### src/rtl/vga_gain_sequencer.sv
// Walks the applied VGA gain toward the requested AGC target in bounded steps,
// with a settle interval between steps, and locks once the search is done.
module vga_gain_sequencer #(
  parameter int INIT_GAIN     = 32,
  parameter int MAX_STEP      = 8,
  parameter int SETTLE_CYCLES = 4
) (
  input  logic        clk,
  input  logic        RESET,
  input  logic [5:0]  gain_array,
  input  logic        gain_valid,
  input  logic        done,
  output logic [63:0] vga_control,
  output logic [5:0]  current_gain,
  output logic        busy,
  output logic        locked
);

  typedef enum logic [1:0] {IDLE, STEP, SETTLE, LOCKED} state_t;

  localparam logic [5:0] INIT_CODE   = 6'(INIT_GAIN);
  localparam logic [6:0] MAX_STEP_W  = 7'(MAX_STEP);
  localparam logic [3:0] SETTLE_LAST = 4'(SETTLE_CYCLES - 1);

  state_t      state, state_next;
  logic [5:0]  target, target_next, gain_next;
  logic [3:0]  settle_cnt, settle_cnt_next;
  logic [6:0]  diff, step_size;
  logic [63:0] vga_next;
  logic        busy_next, locked_next;

  function automatic logic [63:0] thermo(input logic [5:0] g);
    logic [63:0] t;
    for (int i = 0; i < 64; i++) begin
      t[i] = (7'(i) < {1'b0, g});
    end
    return t;
  endfunction

  // Distance is taken in 7 bits so the step size can never wrap past 0 or 63
  always_comb begin
    if ({1'b0, target} >= {1'b0, current_gain}) begin
      diff = {1'b0, target} - {1'b0, current_gain};
    end else begin
      diff = {1'b0, current_gain} - {1'b0, target};
    end
    step_size = (diff > MAX_STEP_W) ? MAX_STEP_W : diff;
  end

  always_comb begin
    state_next      = state;
    target_next     = target;
    gain_next       = current_gain;
    settle_cnt_next = settle_cnt;
    case (state)
      IDLE: begin
        if (gain_valid) begin
          target_next = gain_array;
          state_next  = STEP;
        end else if (done && (current_gain == target)) begin
          state_next = LOCKED;
        end
      end
      STEP: begin
        if (gain_valid) begin
          target_next = gain_array;
        end
        if (current_gain == target) begin
          state_next = IDLE;
        end else begin
          if (target > current_gain) begin
            gain_next = current_gain + step_size[5:0];
          end else begin
            gain_next = current_gain - step_size[5:0];
          end
          settle_cnt_next = 4'd0;
          state_next      = SETTLE;
        end
      end
      SETTLE: begin
        if (gain_valid) begin
          target_next = gain_array;
        end
        settle_cnt_next = settle_cnt + 4'd1;
        if (settle_cnt == SETTLE_LAST) begin
          state_next = STEP;
        end
      end
      LOCKED: begin
        if (!done) begin
          state_next = IDLE;
        end
      end
      default: state_next = IDLE;
    endcase
  end

  // Outputs are derived from next-state values so they register on the same edge
  always_comb begin
    busy_next   = (state_next == STEP) || (state_next == SETTLE);
    locked_next = (state_next == LOCKED);
    vga_next    = thermo(gain_next);
  end

  always_ff @(posedge clk) begin
    if (RESET) begin
      state        <= IDLE;
      current_gain <= INIT_CODE;
      target       <= INIT_CODE;
      settle_cnt   <= 4'd0;
      vga_control  <= thermo(INIT_CODE);
      busy         <= 1'b0;
      locked       <= 1'b0;
    end else begin
      state        <= state_next;
      current_gain <= gain_next;
      target       <= target_next;
      settle_cnt   <= settle_cnt_next;
      vga_control  <= vga_next;
      busy         <= busy_next;
      locked       <= locked_next;
    end
  end

endmodule

### config.mk
export PLATFORM = sky130hd
export DESIGN_NAME = vga_gain_sequencer
export DESIGN_NICKNAME = d
export VERILOG_FILES = /design/src/rtl/vga_gain_sequencer.sv
export SDC_FILE = /design/constraint.sdc
export NUM_CORES = 1
export LEC_CHECK = 0
export CAP_MARGIN = 20
export CORE_MARGIN = 2
export CORE_UTILIZATION = 55
export DETAILED_ROUTE_END_ITERATION = 8
export GPL_TIMING_DRIVEN = 0
export PLACE_DENSITY = 0.87
export SYNTH_ARGS = -nofsm -noshare
export SYNTH_HDL_FRONTEND = slang
export SYNTH_SLANG_ARGS = --single-unit
### constraint.sdc
create_clock -name clk -period 13 [get_ports clk]
set_input_delay 1.95 -clock clk [delete_from_list [all_inputs] [get_ports clk]]
set_output_delay 1.95 -clock clk [all_outputs]
set_load 0.02 [all_outputs]
==> flow_summary.json <==
{
  "path_clk_slew_ns": 0.09,
  "cts_tree": "yes",
  "syn_avg_cell_area_um2": 9.10,
  "cts_buffers": 9,
  "portBuffers": 80,
  "cp.arrival_ns": 6.25,
  "num_antenna_cells": 0,
  "synth_area_leaders": "dfxtp_1, ha_1, nor2_1",
  "pin_count": 82,
  "cts-resized-gates": 0,
  "postSynthNetCount": 471,
  "p_leak_nw": 1.99,
  "cp.required_ns": 13.24,
  "fin_area_um2": 5140,
  "ys_warn_count": 0,
  "setup_viol": 0,
  "fp.coreArea_um2": 7140,
  "clk_path_buf_depth": 2,
  "status": "complete, no violations",
  "avgViaCountPerCell": 5.80,
  "drt_wl_total_um": 10400,
  "slew_viol_final": 0,
  "grt_pass1_wl_um": 15800,
  "drt_iter0_drc": 327,
  "relSlewSlack": 0.457,
  "clock-sinks": 82,
  "dr.pass1.iters": 6,
  "path_class": "register to register",
  "synthCells": 437,
  "rows": 31,
  "peakVddDrop_v": 0.000160,
  "power_mw": 1.56,
  "overflow": 0,
  "synth-edff-count": 0,
  "fin_crit_sh": 0.462,
  "fin_nets": 563,
  "synthTopCellsByCount": "dfxtp_1, nor2_1, nand2_1, a21oi_1, nor3_1",
  "grt_pass1_vias": 3288,
  "clockRootBuffer": "clkbuf_8",
  "antenna_found_initial": 0,
  "yosys_most_used_dff": "dfxtp_1",
  "vias": 3670,
  "hp-class": "register to register",
  "start_util": 0.558,
  "netlist_area_um2": 3980,
  "synth_top_area_frac": 0.413,
  "tightest_slew_ns": 0.809,
  "areaGrowthSynthToFinish_pct": 29.2,
  "ant_nets": 0,
  "rsz0062_at_grt": "no",
  "async_flop_share": 0,
  "drc": 0,
  "die_x_um": 89.1,
  "timing.fmax_mhz": 166,
  "die_area_um2": 7930,
  "insertion_delay_ns": 0.36,
  "cp-start-kind": "register",
  "drive_above_1_share": 0.118,
  "crit_path_max_fanout": 10,
  "cp-end-kind": "register",
  "gp_congestion": 0.865,
  "final-hold-violation-count": 0,
  "grt_max_degree": 17,
  "p_per_area_nw_per_um2": 304,
  "drv_cap": 0,
  "yosysMostFrequentCell": "dfxtp_1",
  "ys_seq_area_frac": 0.413,
  "htreeDepth": 3,
  "synth_top_area_cell": "dfxtp_1",
  "skew_ns": 0.00907,
  "die_height_um": 89.1,
  "postCtsSetupRepairBufs": 0,
  "fillers": 534,
  "post-route-min-period_ns": 6.01,
  "dpl-instance-area_um2": 4900,
  "dp_hpwl_um": 7420,
  "yosys_register_bits": 82,
  "ys_types": 69,
  "postCtsHoldBufs": 0,
  "grt_usage": 0.262,
  "setup_tns_ns": 0,
  "wire_per_inst_um": 16.4
}
[stage by stage]
step	worst slack (ns)	instances	hold slack [ns]	utilization
2_1_floorplan	7.96	437	0.452	-
3_3_place_gp	7.32	616	0.468	0.687
3_5_place_dp	7.03	616	0.477	0.687
4_1_cts	6.91	632	0.490	0.719
5_1_grt	6.64	633	0.527	0.720
6_report	6.99	633	0.488	0.720
[flip-flops by register name, indices dropped and copies added, names as in the netlist]
name / count
settle_cnt: 4
current_gain: 5
state: 2
busy: 1
vga_control: 63
locked: 1
target: 6
[critical path: stages, from the launching register on]
cell and delay (ns):
dfxtp_1 0.49, inv_1 0.14, ha_1 0.39, buf_6 0.17, nor4b_1 0.13, a2111oi_0 0.62, o311ai_2 0.24, o32ai_1 0.18
o21ai_0 0.20, or2_2 0.36, ha_1 0.22, nor2_1 0.13, xnor2_1 0.17, ha_1 0.32, nor2b_1 0.15, o21ai_0 0.20
nand2b_1 0.09, and2_1 0.18, o31ai_2 0.69, nand3_1 0.43, nor4_1 0.39
[where the power goes]
group          leakage [nW]  switching [mW]  internal, mW
Sequential            0.668          0.0327         0.327
Combinational          1.21           0.592         0.392
Clock                 0.117           0.105         0.112
[final timing paths]
check	cells past startpoint	start	endpoint	slack (ns)
hold / removal	2	settle_cnt[3]	settle_cnt[3]	0.49
setup reg to reg	20	vga_control[31]	vga_control[60]	6.99
setup / recovery	20	vga_control[31]	vga_control[60]	6.99
hold reg to reg	2	settle_cnt[3]	settle_cnt[3]	0.49
[routing by layer]
| metal | track usage | share of wire |
|---|---|---|
| met2 | 0.415 | 0.47 |
| met3 | 0.0702 | 0.089 |
| met5 | 0 | 0 |
| met1 | 0.340 | 0.41 |
| met4 | 0.107 | 0.024 |
[layout by cell type (no fill, tap or decap), types with 4 or more instances in the layout]
master	instances
nand3_2	4
o211ai_2	5
nor3_1	22
o211ai_1	10
or2_2	7
o21a_1	7
clkdlybuf4s50_1	80
buf_6	9
nand4_1	8
a21oi_1	24
mux2i_1	4
ha_1	21
a211oi_1	11
clkbuf_1	10
inv_1	21
nand2_1	31
nor2b_1	7
clkbuf_8	9
nor2_1	49
nand3_1	12
xnor2_1	4
o21ai_0	14
and2_1	6
dfxtp_1	82
[final cells by class]
cell class	instances	area, µm²	area share
plain buffers	26	185	0.0360
clock buffers	9	124	0.0241
clock inverters	7	106	0.0207
inverters	21	78.8	0.0153
multi-input cells	308	2070	0.403
flip-flops and latches	82	1640	0.319
well taps	99	124	0.0241
repair buffers	81	806	0.157
[cell families after synthesis]
logic type	after synthesis	share of synthesized area
simple gates	170	0.224
buf+inv	47	0.0664
flops	82	0.413
fa+ha+maj	24	0.0811
other cells	1	0.000942
compound gates	101	0.187
mux	5	0.0129
xor+xnor	7	0.0154
No activity file was read; power rests on OpenSTA's default activity.
